--- config.mk ---
export PLATFORM = sky130hd
export DESIGN_NAME = md5_msg_padder
export DESIGN_NICKNAME = d
export VERILOG_FILES = /design/src/rtl/md5_pkg.sv /design/src/rtl/md5_chunk_buf.sv /design/src/rtl/md5_msg_padder.sv
export SDC_FILE = /design/constraint.sdc
export NUM_CORES = 1
export LEC_CHECK = 0
export CORE_ASPECT_RATIO = 0.75
export CORE_UTILIZATION = 30
export DETAILED_ROUTE_END_ITERATION = 6
export PLACE_DENSITY = 0.55
export SYNTH_ARGS = -nofsm -noshare
export SYNTH_HDL_FRONTEND = slang
export SYNTH_HIERARCHICAL = 1
export SYNTH_SLANG_ARGS = --single-unit
--- constraint.sdc ---
create_clock -name clk -period 3.46 [get_ports clk]
set_input_delay 0.692 -clock clk [delete_from_list [all_inputs] [get_ports clk]]
set_output_delay 0.692 -clock clk [all_outputs]
set_load 0.01 [all_outputs]
--- src/rtl/md5_pkg.sv ---
// rtl/md5_pkg.sv - shared types and constants for the MD5 message padder
package md5_pkg;

    typedef enum logic [2:0] {
        ST_IDLE,
        ST_FILL,
        ST_PAD,
        ST_LEN,
        ST_START,
        ST_WAIT,
        ST_DONE
    } state_t;

    // What the padder does once the cruncher finishes the chunk in flight
    typedef enum logic [1:0] {
        PEND_NONE,
        PEND_PAD,
        PEND_ZERO,
        PEND_FINAL
    } pend_t;

    localparam logic [7:0] PAD_BYTE = 8'h80;
    localparam logic [5:0] LEN_POS  = 6'd56;

endpackage

--- src/rtl/md5_chunk_buf.sv ---
// rtl/md5_chunk_buf.sv - 16x32 byte-writable chunk buffer with combinational read
module md5_chunk_buf (
    input  logic        clk,
    input  logic        wr_en,
    input  logic [3:0]  wr_addr,
    input  logic [3:0]  wr_be,
    input  logic [31:0] wr_data,
    input  logic [3:0]  rd_addr,
    output logic [31:0] rd_data
);

    logic [15:0][31:0] mem_q;
    logic [15:0][31:0] mem_d;

    // Merge enabled byte lanes of the write into the addressed word
    always_comb begin
        mem_d = mem_q;
        if (wr_en) begin
            for (int b = 0; b < 4; b++) begin
                if (wr_be[b]) begin
                    mem_d[wr_addr][8*b +: 8] = wr_data[8*b +: 8];
                end
            end
        end
    end

    // Storage is deliberately not reset; every chunk rewrites all 64 bytes
    always_ff @(posedge clk) begin
        mem_q <= mem_d;
    end

    assign rd_data = mem_q[rd_addr];

endmodule

--- src/rtl/md5_msg_padder.sv ---
// rtl/md5_msg_padder.sv - MD5 padding front end; MD5_PADDER_WORD_PAD_EN selects word-wide zero fill
module md5_msg_padder
    import md5_pkg::*;
#(
    parameter int CNT_W = 61
) (
    input  logic        clk,
    input  logic        reset,
    input  logic        in_valid,
    output logic        in_ready,
    input  logic [7:0]  in_data,
    input  logic        in_keep,
    input  logic        in_last,
    output logic        crunch_reset,
    output logic        crunch_start,
    input  logic        crunch_done,
    input  logic [3:0]  gaddr,
    output logic [31:0] mdata,
    output logic        msg_done
);

    state_t           state_q, state_d;
    pend_t            pend_q, pend_d;
    logic [5:0]       p_q, p_d;
    logic [CNT_W-1:0] count_q, count_d;
    logic             pad80_q, pad80_d;
    logic             len_hi_q, len_hi_d;
    logic             crunch_reset_q, crunch_reset_d;

    logic             wr_en;
    logic [3:0]       wr_addr;
    logic [3:0]       wr_be;
    logic [31:0]      wr_data;

    logic [63:0]      bitlen;
    logic             accept;
    logic [5:0]       base_p;
    logic [CNT_W-1:0] base_cnt;
    logic [5:0]       pad_p_nx;

    // Message bit length, wrapped to 64 bits
    always_comb begin
        bitlen = 64'({count_q, 3'b000});
    end

    // Next-state, buffer write port and handshake outputs
    always_comb begin
        state_d        = state_q;
        pend_d         = pend_q;
        p_d            = p_q;
        count_d        = count_q;
        pad80_d        = pad80_q;
        len_hi_d       = len_hi_q;
        crunch_reset_d = 1'b0;
        wr_en          = 1'b0;
        wr_addr        = p_q[5:2];
        wr_be          = 4'b0000;
        wr_data        = 32'h0;
        in_ready       = 1'b0;
        crunch_start   = 1'b0;
        msg_done       = 1'b0;
        accept         = 1'b0;
        base_p         = p_q;
        base_cnt       = count_q;
        pad_p_nx       = p_q;

        case (state_q)
            ST_IDLE, ST_FILL: begin
                in_ready = !reset;
                accept   = in_valid && !reset;
                if (state_q == ST_IDLE) begin
                    base_p   = 6'd0;
                    base_cnt = '0;
                end
                if (accept) begin
                    if (state_q == ST_IDLE) begin
                        crunch_reset_d = 1'b1;
                        pend_d         = PEND_NONE;
                    end
                    state_d = ST_FILL;
                    p_d     = base_p;
                    count_d = base_cnt;
                    if (in_keep) begin
                        wr_en   = 1'b1;
                        wr_addr = base_p[5:2];
                        wr_be   = 4'b0001 << base_p[1:0];
                        wr_data = {4{in_data}};
                        p_d     = base_p + 6'd1;
                        count_d = base_cnt + CNT_W'(1);
                        if (base_p == 6'd63) begin
                            state_d = ST_START;
                            pend_d  = in_last ? PEND_PAD : PEND_NONE;
                            pad80_d = 1'b1;
                        end else if (in_last) begin
                            state_d = ST_PAD;
                            pad80_d = 1'b1;
                        end
                    end else if (in_last) begin
                        state_d = ST_PAD;
                        pad80_d = 1'b1;
                    end
                end
            end

            ST_PAD: begin
                wr_en   = 1'b1;
                wr_addr = p_q[5:2];
                wr_data = pad80_q ? (32'(PAD_BYTE) << {p_q[1:0], 3'b000}) : 32'h0;
`ifdef MD5_PADDER_WORD_PAD_EN
                wr_be    = 4'b1111 << p_q[1:0];
                pad_p_nx = {p_q[5:2] + 4'd1, 2'b00};
`else
                wr_be    = 4'b0001 << p_q[1:0];
                pad_p_nx = p_q + 6'd1;
`endif
                pad80_d = 1'b0;
                p_d     = pad_p_nx;
                if (pad_p_nx == LEN_POS) begin
                    state_d  = ST_LEN;
                    len_hi_d = 1'b0;
                end else if (pad_p_nx == 6'd0) begin
                    state_d = ST_START;
                    pend_d  = PEND_ZERO;
                end
            end

            ST_LEN: begin
                wr_en   = 1'b1;
                wr_be   = 4'b1111;
                wr_addr = len_hi_q ? 4'd15 : 4'd14;
                wr_data = len_hi_q ? bitlen[63:32] : bitlen[31:0];
                if (len_hi_q) begin
                    state_d = ST_START;
                    pend_d  = PEND_FINAL;
                end else begin
                    len_hi_d = 1'b1;
                end
            end

            ST_START: begin
                crunch_start = 1'b1;
                state_d      = ST_WAIT;
            end

            ST_WAIT: begin
                if (crunch_done) begin
                    p_d    = 6'd0;
                    pend_d = PEND_NONE;
                    case (pend_q)
                        PEND_NONE: state_d = ST_FILL;
                        PEND_PAD: begin
                            state_d = ST_PAD;
                            pad80_d = 1'b1;
                        end
                        PEND_ZERO: begin
                            state_d = ST_PAD;
                            pad80_d = 1'b0;
                        end
                        default: state_d = ST_DONE;
                    endcase
                end
            end

            ST_DONE: begin
                msg_done = 1'b1;
                state_d  = ST_IDLE;
            end

            default: state_d = ST_IDLE;
        endcase
    end

    // Control registers; reset abandons any message in progress
    always_ff @(posedge clk) begin
        if (reset) begin
            state_q        <= ST_IDLE;
            pend_q         <= PEND_NONE;
            p_q            <= 6'd0;
            count_q        <= '0;
            pad80_q        <= 1'b0;
            len_hi_q       <= 1'b0;
            crunch_reset_q <= 1'b0;
        end else begin
            state_q        <= state_d;
            pend_q         <= pend_d;
            p_q            <= p_d;
            count_q        <= count_d;
            pad80_q        <= pad80_d;
            len_hi_q       <= len_hi_d;
            crunch_reset_q <= crunch_reset_d;
        end
    end

    assign crunch_reset = crunch_reset_q;

    md5_chunk_buf u_buf (
        .clk     (clk),
        .wr_en   (wr_en),
        .wr_addr (wr_addr),
        .wr_be   (wr_be),
        .wr_data (wr_data),
        .rd_addr (gaddr),
        .rd_data (mdata)
    );

endmodule

# [Word-level counts from Yosys, hierarchy flattened]
# Cells that the tools add are included.
[op_classes] add_sub_neg=3 n_reduce_logical=19 order_cmp=3 mux=78 bitwise=2 shift=3 eq_ne=18
[op_table] cell="2-to-1 mux 512 bit" n=7
[op_table] cell="bitwise mux 512 bit" n=4
[op_table] cell="demux 32 bit (select 4 bit)" n=4
[op_table] cell="2-to-1 mux 32 bit" n=6
[op_table] cell="2-to-1 mux 61 bit" n=3
[op_table] cell="binary-select mux 32 bit (select 4 bit)" n=1
[op_table] cell="case mux 32 bit (3 select lines)" n=1
[op_table] cell="adder 61 x 1 -> 61 bit (second input constant)" n=1
[op_table] cell="left shift 8 x 5 -> 32 bit (first input constant)" n=1
[op_table] cell="2-to-1 mux 6 bit" n=5
[op_table] cell="2-to-1 mux 24 bit" n=1
[op_table] cell="2-to-1 mux 3 bit" n=7
[op_table] cell="2-to-1 mux 2 bit" n=9
[op_table] cell="case mux 6 bit (3 select lines)" n=1
[op_table] cell="2-to-1 mux 16 bit" n=1
[op_table] cell="2-to-1 mux 4 bit" n=4
[op_table] cell="case mux 3 bit (5 select lines)" n=1
[op_table] cell="2-to-1 mux 1 bit" n=14
[op_table] cell="adder 6 x 1 -> 6 bit (second input constant)" n=2
[op_table] cell="equality test 6 bit (second input constant)" n=2
[op_table] cell="!= test 2 bit (second input constant)" n=6
[op_table] cell="case mux 4 bit (3 select lines)" n=1
[op_table] cell="less-than comparator 4 x 5 -> 1 bit (second input constant)" n=2
[op_table] cell="equality test 3 bit (second input constant)" n=3
[op_table] cell="28 further kinds" n=39
[totals] word_cells=149 output_inout_bits=36 in_bits=18 regBits=587

# [Logic depth before layout (Yosys ltp)]
# Gate-level depths: netlist of the first run.
[logic_depth] word_depth=21 ltp_mapped=14 depth_no_buf=10

# [By module]
# Netlist of the first run, hierarchy kept.
[modules_own_cells] module="md5_chunk_buf" seq_area_each_um2=15374.7 area_per_inst_um2=20460.9 n_inst=1 cells_per_inst=1037
[modules_own_cells] module="md5_msg_padder" seq_area_each_um2=1501.4 area_per_inst_um2=5347.6 n_inst=1 cells_per_inst=743

# [Least setup slack after synthesis of the first run]
# Ideal clock, no wire load.
[synth_path] path_kind="input to register" startpoint="input reset" endpoint="register u_buf/mem_q[16] in the netlist's numbering, enable pin" path_slack_ns=-0.115 cell_stages=13 n_path_buf=5 setup_time_ns=0.383 t_required_ns=3.077 arrival_ns=3.192 cell_sequence="clkbuf_1 nand2b_1 or2_2 clkbuf_1 clkbuf_1 inv_1 nand2_1 nand2_1 nand2_1 clkbuf_1 or2_2 clkbuf_1 nor3_1"
[synth_via] elab_chain_cells=4
[synth_rtl] element="from (decl)" line_no="md5_msg_padder.sv:8" text="input logic reset,"
[synth_rtl] element="zero test 1 bit" line_no="md5_msg_padder.sv:70" text="accept = in_valid && !reset;"
[synth_rtl] element="logical AND 1 bit" line_no="md5_msg_padder.sv:70"
[synth_rtl] element="2-to-1 mux 1 bit" line_no="md5_msg_padder.sv:75" text="if (accept) begin"
[synth_rtl] element="case mux 1 bit (2 select lines)" line_no="md5_msg_padder.sv:67" text="case (state_q)"
[synth_rtl] element="to (signal assigned)" line_no="md5_chunk_buf.sv:29" text="mem_q <= mem_d;"
[synth_rtl] element="to (decl)" line_no="md5_chunk_buf.sv:12" text="logic [15:0][31:0] mem_q;"
# No other way between the ends.
# A chain may end at the register's enable or synchronous reset.

# [Worst setup path in the final report of the first run]
[layout_path] startpoint="input gaddr[0]" endpoint="output mdata[28]"
[layout_via] elab_chain_cells=2
[layout_rtl] element="from (decl)" line_no="md5_msg_padder.sv:17" text="input logic [3:0] gaddr,"
[layout_rtl] element="binary-select mux 32 bit (select 4 bit)" line_no="md5_chunk_buf.sv:32" text="assign rd_data = mem_q[rd_addr];"
[layout_rtl] element="2-to-1 mux 32 bit (not written as such)" line_no="md5_chunk_buf.sv:32"
[layout_rtl] element="to (decl)" line_no="md5_msg_padder.sv:18" text="output logic [31:0] mdata,"
# No other way between the ends. The select of a mux whose other input is x is not followed.

==> summary by stage, run 1 <==
Outcome
The run finished with clean final reports.

Synth
The cell area after synthesis is 0.0258 mm². The count of mapped cells out of synthesis is 1780. The cell type contributing the most total cell area after synthesis is sky130_fd_sc_hd__edfxtp_1. Of all flip-flops after synthesis, the portion carrying an async set or reset was 0.

In this run, synthesis inferred 512 flip-flops with an integrated enable. The post-synthesis cell type count is 65. The Yosys step of the flow raised 6 warnings. The portion of synthesized cell area occupied by the leading cell type is 0.596. The share of the Yosys chip area taken by registers is 0.654. The total nets after synthesis is 1811.

By area the synthesized netlist is led by sky130_fd_sc_hd__edfxtp_1 60%, sky130_fd_sc_hd__mux4_2 11%, sky130_fd_sc_hd__dfxtp_1 5.8%. In this run, synthesis produced a sequential element count of 587. The main flop type after synthesis is sky130_fd_sc_hd__edfxtp_1. The mean post-synth cell area is around 14 µm².

Drt
Before antenna repair, the detailed router went through 5 iterations. The aggregate routed wire length is 69900 µm. In the final routed layout, each cell accounts on average for 22.2 µm. The via count is 16000. The first routing iteration left 1729 violations.

After detailed routing, the number of remaining DRC violations is 0. The post-route antenna net violation count is 0. Dividing the detail-routed via count by the number of cells gives around 5.

Min path
Counting instances, the worst hold path has a depth of 2. For hold timing, the worst endpoint is pend_q[0]. The critical hold path startpoint is pend_q[0]. The path category of the worst min-delay check is reg2reg.

Layout
In the final layout, the share of cells above drive strength 1 is 0.219. The number of nets in the final layout is ~2000. 0 antenna diodes ended up in the layout. The area growth from synthesis to layout is 20.4%.

Critical path
The critical register-to-register path endpoint is count_q[60]. The worst setup path is launched from a primary input. The path type of the worst setup path is in2out. The data arrival time at the worst-slack endpoint is 2.66 ns.

The critical path capture point type is a primary output. The launch instance of the worst register-to-register path is state_q[2]. STA puts the critical path data required time at between 2 and 3 ns.

Counting cells, the worst reg-to-reg path comes to 9. The maximum fanout along the worst path is 17. The flop-to-flop setup slack is 0.30 ns.

STA
The setup skew after layout is around 0.024 ns. The transition time at the pin with the least slew margin is 1.33 ns. Setup repair after global routing left no endpoint under its margin. The final setup violation count is 0. In the finished design, the share of the clock period the worst path needs comes to 0.968.

The tightest hold margin is roughly 0.5 ns. The worst pin sits at a relative slew slack of 0.103. The number of pins exceeding their max-slew limit in the final report is 0. The final period demand of the worst path is approximately 3.3 ns. The number of hold-slack violations in the final timing report came to 0. Timing would allow up to 0.299 GHz. Setup total negative slack on the finished layout was measured at 0 ns.

Floorplanning
The area of the core is ~0.085 mm². The starting utilization of the core area is 0.305. The full die area is a little under 0.09 mm². The die is 341 µm wide. The count of standard-cell rows is 92. The y dimension of the die is 256 µm. The number of top-level pins is 54.

GRT
The number of global-route vias before repair was 15900. The routing usage on met1 is 0.237. For this run, the total global-route usage over all layers was measured as 0.160. The sum of overflow across all layers after global routing is 0. The met3 track demand over resource in global routing is 0.0372. The initial antenna violation count is 1.

The largest net degree at the start of global routing is 81. For this run, global-route usage on met2 was measured as 0.240. The layer flagged by global routing as most heavily used is met2. The first global-routing pass estimated 105000 µm of wire.

Clock network
The clock latency of the later-clocked register in the worst-skew pair is 0.64 ns. Counting the buffers created by CTS gives 58. The tree is rooted in a sky130_fd_sc_hd__clkbuf_16. In this run the number of H-tree levels came out at 2. The clock sink count is 587.

The hold-fix buffer count after cts is 0. After clock tree synthesis, the clock-pin slew on the worst setup and hold paths is 0.06 ns. The deepest clock path buffer count is 3. The clock tree from TritonCTS is yes.

Power and ir drop
For this design the static power due to leakage is approximately 11 nW. The maximum resistive drop on vdd is 0.000350 V. Overall power consumption after layout is estimated at 0.0154 W. The power density of the placed cells is 497 mW/mm².

Placed design
In this run the tool buffered the top-level ports with 53 buffer cells. The congestion estimate from routability-driven global placement came to slightly below 0.9. The wire-length estimate of the detail-placed layout is 47900 µm.

Run
The max capacitance violation total is 0.
cells in the mapped netlist, types with 12 or more instances:
| cell | count |
|---|---|
| sky130_fd_sc_hd__nand4_1 | 29 |
| sky130_fd_sc_hd__edfxtp_1 | 512 |
| sky130_fd_sc_hd__and2_1 | 157 |
| sky130_fd_sc_hd__a22oi_1 | 67 |
| sky130_fd_sc_hd__xnor2_1 | 24 |
| sky130_fd_sc_hd__nor2_1 | 145 |
| sky130_fd_sc_hd__buf_1 | 14 |
| sky130_fd_sc_hd__nand3_1 | 52 |
| sky130_fd_sc_hd__xor2_1 | 25 |
| sky130_fd_sc_hd__inv_1 | 15 |
| sky130_fd_sc_hd__and3_1 | 16 |
| sky130_fd_sc_hd__mux2i_1 | 31 |
| sky130_fd_sc_hd__o21ai_0 | 51 |
| sky130_fd_sc_hd__mux4_2 | 128 |
| sky130_fd_sc_hd__nand2_1 | 149 |
| sky130_fd_sc_hd__nor4_1 | 12 |
| sky130_fd_sc_hd__ha_1 | 13 |
| sky130_fd_sc_hd__a21oi_1 | 32 |
| sky130_fd_sc_hd__dfxtp_1 | 75 |
| sky130_fd_sc_hd__nor3_1 | 33 |
| sky130_fd_sc_hd__clkbuf_1 | 75 |
area by class of cell:
cell class | count | area (µm²)
repair buffers | 244 | 2310
flip-flops and latches | 587 | 16900
fillers | 8000 | 53500
clock inverters | 41 | 488
multi-input cells | 1067 | 8430
inverters | 15 | 56.3
well taps | 1128 | 1410
clock buffers | 65 | 1490
registers in the layout, summed over array words and instances, names as in the netlist:
register	cells
u_buf/mem_q	512
state_q	3
pad80_q	1
count_q	61
pend_q	2
len_hi_q	1
crunch_reset	1
p_q	6
cells by family after synthesis:
| group | synth area share |
|---|---|
| simple gates | 0.128 |
| flops | 0.654 |
| compound gates | 0.0491 |
| mux | 0.125 |
| buf+inv | 0.0207 |
| xor+xnor | 0.0166 |
| fa+ha+maj | 0.00630 |
power breakdown:
group | switching (W) | total (W) | internal (W)
Sequential | 0.0000299 | 0.00769 | 0.00766
Clock | 0.00279 | 0.00657 | 0.00378
Combinational | 0.000714 | 0.00118 | 0.000466
metal layers:
metal,up-vias,share of wire
met2,560,0.44
met1,8218,0.47
met3,74,0.075
met5,-,0
li1,7190,-
met4,0,0.013
how the worst max path moves through the flow:
| stage | from | endpoint | slack [ns] | cells past startpoint |
|---|---|---|---|---|
| CTS | gaddr[0] | mdata[2] | 0.08 | 7 |
| finish | gaddr[0] | mdata[28] | 0.11 | 7 |
| detailed placement | in_valid | u_buf/mem_q[26] | 0.003 | 10 |
| global placement | in_valid | u_buf/mem_q[120] | -0.02 | 10 |
| global route | gaddr[0] | mdata[29] | 0.03 | 7 |
| floorplan | reset | u_buf/mem_q[272] | -0.09 | 13 |
cell usage in the layout (no fill, tap or decap), types with 5 or more instances in the layout:
cell type                         count
sky130_fd_sc_hd__edfxtp_1           512
sky130_fd_sc_hd__buf_4              164
sky130_fd_sc_hd__and2_1             157
sky130_fd_sc_hd__nand2_1            149
sky130_fd_sc_hd__nor2_1             144
sky130_fd_sc_hd__mux4_2             128
sky130_fd_sc_hd__dfxtp_1             74
sky130_fd_sc_hd__a22oi_1             67
sky130_fd_sc_hd__clkbuf_16           58
sky130_fd_sc_hd__nand3_1             52
sky130_fd_sc_hd__clkdlybuf4s50_1     49
sky130_fd_sc_hd__nor3_1              31
sky130_fd_sc_hd__a21oi_1             31
sky130_fd_sc_hd__mux2i_1             31
sky130_fd_sc_hd__nand4_1             29
sky130_fd_sc_hd__o21ai_0             26
sky130_fd_sc_hd__buf_12              26
sky130_fd_sc_hd__o21ai_1             25
sky130_fd_sc_hd__xor2_1              25
sky130_fd_sc_hd__xnor2_1             24
sky130_fd_sc_hd__and3_1              16
sky130_fd_sc_hd__inv_1               15
sky130_fd_sc_hd__ha_1                13
sky130_fd_sc_hd__nor4_1              12
sky130_fd_sc_hd__and4_1              11
sky130_fd_sc_hd__clkinv_2            11
sky130_fd_sc_hd__bufinv_16            9
sky130_fd_sc_hd__nand2b_1             8
sky130_fd_sc_hd__a31oi_1              7
sky130_fd_sc_hd__clkinv_4             7
sky130_fd_sc_hd__clkinvlp_4           7
sky130_fd_sc_hd__nand3b_1             6
sky130_fd_sc_hd__clkbuf_1             6
sky130_fd_sc_hd__or3_1                5
sky130_fd_sc_hd__or2_2                5
sky130_fd_sc_hd__o211ai_1             5
through the flow:
stage / cells / util / setup WS (ns) / area, µm²
2_1_floorplan: 1780 / - / -0.0865 / 25800
3_3_place_gp: 3031 / 0.343 / -0.0230 / 29000
3_5_place_dp: 3031 / 0.343 / 0.00304 / 29000
4_1_cts: 3137 / 0.366 / 0.0801 / 31000
5_1_grt: 3147 / 0.367 / 0.0292 / 31100
6_report: 3147 / 0.367 / 0.110 / 31100
timing repair:
item | 4_1_cts | 5_1_grt
setup endpoints to repair | 0 | 2
buffers inserted | 0 | 10
gates resized for setup | 0 | 2
critical path, stage by stage:
cell and delay (ns):
sky130_fd_sc_hd__clkbuf_8 0.17, sky130_fd_sc_hd__buf_12 0.20, sky130_fd_sc_hd__mux4_2 0.57, sky130_fd_sc_hd__a22oi_1 0.27
sky130_fd_sc_hd__buf_4 0.17, sky130_fd_sc_hd__nand2_1 0.07, sky130_fd_sc_hd__clkdlybuf4s50_1 0.49
No activity file was read; power rests on OpenSTA's default activity.
==> run 2, diff against run 1 <==
GPL_ROUTABILITY_DRIVEN = 0   (was not set)
==> run 2 against run 1 <==
  * Register-to-register slack improved by 0.05 ns
  * Routed wire length increased by 1.7%
  * Global-route usage increased by 0.30 points
  * First-iteration DRC count decreased by 1.5%
  * Critical path depth increased by 1
  * Critical path type unchanged
  * Highest routed layer unchanged
==> summary by stage, run 2 (synthesis results as in run 1) <==
Clock network
The clock tree from TritonCTS is yes (unchanged). The number of buffers inserted during clock tree synthesis is 59 (was 58). The clock slew seen by the registers of the worst setup and hold paths is 0.06 ns (about the same). The clock root buffer is sky130_fd_sc_hd__clkbuf_16 (unchanged). The deepest clock path buffer count is 3 (unchanged).

The clock sink count came to 587 (unchanged). The buffer count from post-CTS setup fixing was 0 (unchanged). The total number of H-tree levels is 2 (unchanged). The clock latency of the later-clocked register in the worst-skew pair was 0.63 ns (was 0.64 ns). The hold-fix buffer count after cts is 0 (unchanged).

Layout
Registers with the highest flip-flop counts: u_buf/mem_q x512, count_q x61, p_q x6 (unchanged). Top library cells by usage in the layout, fill and taps aside: 512 x sky130_fd_sc_hd__edfxtp_1, 170 x sky130_fd_sc_hd__buf_4, 157 x sky130_fd_sc_hd__and2_1, 149 x sky130_fd_sc_hd__nand2_1, 144 x sky130_fd_sc_hd__nor2_1 (was 512 x sky130_fd_sc_hd__edfxtp_1, 164 x sky130_fd_sc_hd__buf_4, 157 x sky130_fd_sc_hd__and2_1, 149 x sky130_fd_sc_hd__nand2_1, 144 x sky130_fd_sc_hd__nor2_1). The fill cell total of the finished layout is 8021 (was 8000). The flip-flop count of the largest register after layout came to 512 (unchanged). The area of the multi-input gates came to 0.00844 mm² (was 0.00843 mm²). The register bank with the most flops is u_buf/mem_q (unchanged). The finished layout cell area was 0.0310 mm² (was 0.0311 mm²). The number of nets in the final layout is 2009 (was 2004). The share of layout cells above drive strength 1 is 0.215 (was 0.219). The sequential cell area in the final layout is 0.0169 mm² (unchanged). The most common cell after layout, fill and taps aside was sky130_fd_sc_hd__edfxtp_1 (unchanged). The area growth from synthesis to layout is 20.2% (was 20.4%). The antenna diode count came to 0 (unchanged).

GRT
The initial antenna violation count is 0 (was 1). The largest net degree at the start of global routing came to 81 (unchanged). The wire length of the first global-routing pass is 107000 µm (was 105000 µm). The sum of overflow across all layers after global routing is 0 (unchanged). The number of global-route vias before repair is 16000 (was 15900).

The total routing resource utilization after global routing is 0.163 (was 0.160).

STA
The transition time at the pin with the least slew margin is 1.34 ns (was 1.33 ns). The ratio of final minimum period to clock period came to 0.977 (was 0.968). The number of pins exceeding their max-slew limit in the final report is 0 (unchanged).

The tightest hold margin is 0.504 ns (was 0.498 ns). RSZ-0062 raised after global routing: no (unchanged). The setup skew after layout was 0.0273 ns (was 0.0243 ns). The final period demand of the worst path is 3.38 ns (was 3.35 ns).

The number of hold-slack violations in the final timing report came to 0 (unchanged). The setup slack of the critical path after layout is 0.0812 ns (was 0.110 ns). The upper clock frequency limit is 0.296 GHz (was 0.299 GHz). The final setup violation count was 0 (unchanged).

The relative max-transition margin is 0.0957 (was 0.103). The final setup TNS came to 0 ns (unchanged).

Min path
The critical hold path startpoint is pend_q[0] (unchanged). The path category of the worst min-delay check is reg2reg (unchanged). The hold path endpoint was pend_q[0] (unchanged). The number of cells on the worst hold path was 2 (unchanged).

Critical path
The critical register-to-register path endpoint is u_buf/mem_q[273] (was count_q[60]). The kind of cell adding the most delay to the critical path is buffers and inverters (unchanged). The launch instance of the worst register-to-register path is state_q[2] (unchanged).

The data arrival time at the worst-slack endpoint is 2.69 ns (was 2.66 ns). The worst-path cell with the longest stage delay is sky130_fd_sc_hd__clkdlybuf4s50_1 (was sky130_fd_sc_hd__mux4_2). The critical path capture point type is a primary output (unchanged). The most numerous cell type found on the critical path is sky130_fd_sc_hd__buf_12. The worst-case reg-to-reg path depth is 8 (was 9).

The flop-to-flop setup slack is 0.35 ns (was 0.30 ns). The maximum fanout along the worst path is 10 (was 17). The kind of launch point of the worst setup path is a primary input (unchanged). The required time at the worst-slack endpoint is 2.77 ns (about the same). The instance count on the critical path is 8 (was 7). Worst path cell trace: clkdlybuf4s50_1, and2_1, buf_12, buf_12, buf_12, a22oi_1, nand2_1, clkdlybuf4s50_1 (was clkbuf_8, buf_12, mux4_2, a22oi_1, buf_4, nand2_1, clkdlybuf4s50_1). The path type of the worst setup path is in2out (unchanged). The number of buffers and inverters on the critical path was 5 (was 4). The highest cell delay on the worst timing path is 0.57 ns (about the same).

Power and ir drop
The internal cell power is 0.0118 W (was 0.0119 W). The clock group share of total power is 0.420 (was 0.426). The net switching power was 0.00348 W (was 0.00353 W). The maximum resistive drop on vdd is 0.000404 V (was 0.000350 V).

The static leakage is 10.6 nW (about the same). The switching portion of total power came to 0.227 (was 0.229). The combinational group share of total power is 0.077 (was 0.076). The power density of the placed cells was 493 mW/mm² (was 497 mW/mm²).

The sequential group share of total power was 0.502 (was 0.498).

Drt
The aggregate routed wire length is 71100 µm (was 69900 µm). The post-route antenna net violation count is 0 (unchanged). The via count was 16200 (was 16000). The via density per instance was 5.14 (was 5.10). The post-detailed-route DRC marker count was 0 (unchanged).

The number of design-rule violations left by the first detailed-router iteration is 1703 (was 1729). The length of the first detailed-routing pass in iterations was 5 (unchanged). The routed wirelength normalized by instance count is 22.5 µm (was 22.2 µm).

Placed design
The placed wire-length estimate is 49100 µm (was 47900 µm). The minimum setup slack after placement is 0.0154 ns (was 0.00304 ns). The cell area after placement was 0.0291 mm² (was 0.0290 mm²). The count of input and output buffers came to 53 (unchanged).

Floorplanning
The width of the die is 341 µm (unchanged). The number of top-level pins is 54 (unchanged). The starting utilization of the core area is 0.305 (unchanged).

The count of standard-cell rows came to 92 (unchanged). The y dimension of the die is 256 µm (unchanged). The full die area came to 0.0872 mm² (unchanged). The area of the core came to 0.0846 mm² (unchanged).

Outcome
Outcome: complete, no violations (unchanged).

Run
The max capacitance violation total is 0 (unchanged).
==> run 2: layout make-up <==
| type | instances | share of cell area |
|---|---|---|
| Inverter | 15 | 0.00182 |
| Multi-Input combinational cell | 1067 | 0.272 |
| Tap cell | 1128 | 0.0455 |
| Sequential cell | 587 | 0.544 |
| Clock buffer | 76 | 0.0514 |
| Clock inverter | 32 | 0.0104 |
| Timing Repair Buffer | 248 | 0.0745 |
==> run 2: stage by stage <==
step,power (W),std cells,util
5_1_grt,0.0158,3153,0.367
6_report,0.0153,3153,0.367
2_1_floorplan,0.00849,1780,-
3_3_place_gp,0.00901,3045,0.344
4_1_cts,0.0155,3153,0.366
3_5_place_dp,0.00902,3045,0.344
==> run 2: worst max-delay path by stage <==
stage | start | endpoint | slack (ns)
2_1_floorplan | reset | u_buf/mem_q[272] | -0.09
3_3_place_gp | in_valid | u_buf/mem_q[275] | -0.02
3_5_place_dp | gaddr[2] | mdata[18] | 0.02
4_1_cts | gaddr[2] | mdata[18] | 0.01
5_1_grt | gaddr[3] | mdata[18] | 0.002
6_report | gaddr[3] | mdata[18] | 0.08
==> run 2: layer usage <==
| layer | vias to the layer above | wire length (µm) | track usage |
|---|---|---|---|
| met5 | - | 0 | 0 |
| met4 | 0 | 1320 | 0.0376 |
| met3 | 80 | 5140 | 0.0276 |
| met2 | 583 | 30900 | 0.238 |
| met1 | 8330 | 33700 | 0.249 |
| li1 | 7209 | - | - |
==> run 2: power by group through the flow <==
stage                     Clock (W)  Sequential (W)  Combinational, W
after floorplan                   0         0.00782          0.000667
after global placement            0         0.00783           0.00118
after detailed placement          0         0.00783           0.00118
after CTS                   0.00658         0.00768           0.00119
after global routing        0.00685         0.00768           0.00127
final                       0.00643         0.00768           0.00118
==> run 2: what timing repair did <==
item	4_1_cts	5_1_grt
gates resized for setup	0	3
hold endpoints to repair	0	0
setup endpoints to repair	0	4
==> run 2: worst min-delay path, cell delays in order (launching register included) <==
cell	delay, ns
sky130_fd_sc_hd__dfxtp_1	0.34
sky130_fd_sc_hd__nand2_1	0.07
sky130_fd_sc_hd__a21oi_1	0.05
==> run 3, diff against run 2 <==
CTS_CLUSTER_DIAMETER = 150   (was not set)
==> results of run 3 <==
No change in the layout: final DEF, timing and power equal those of run 2.
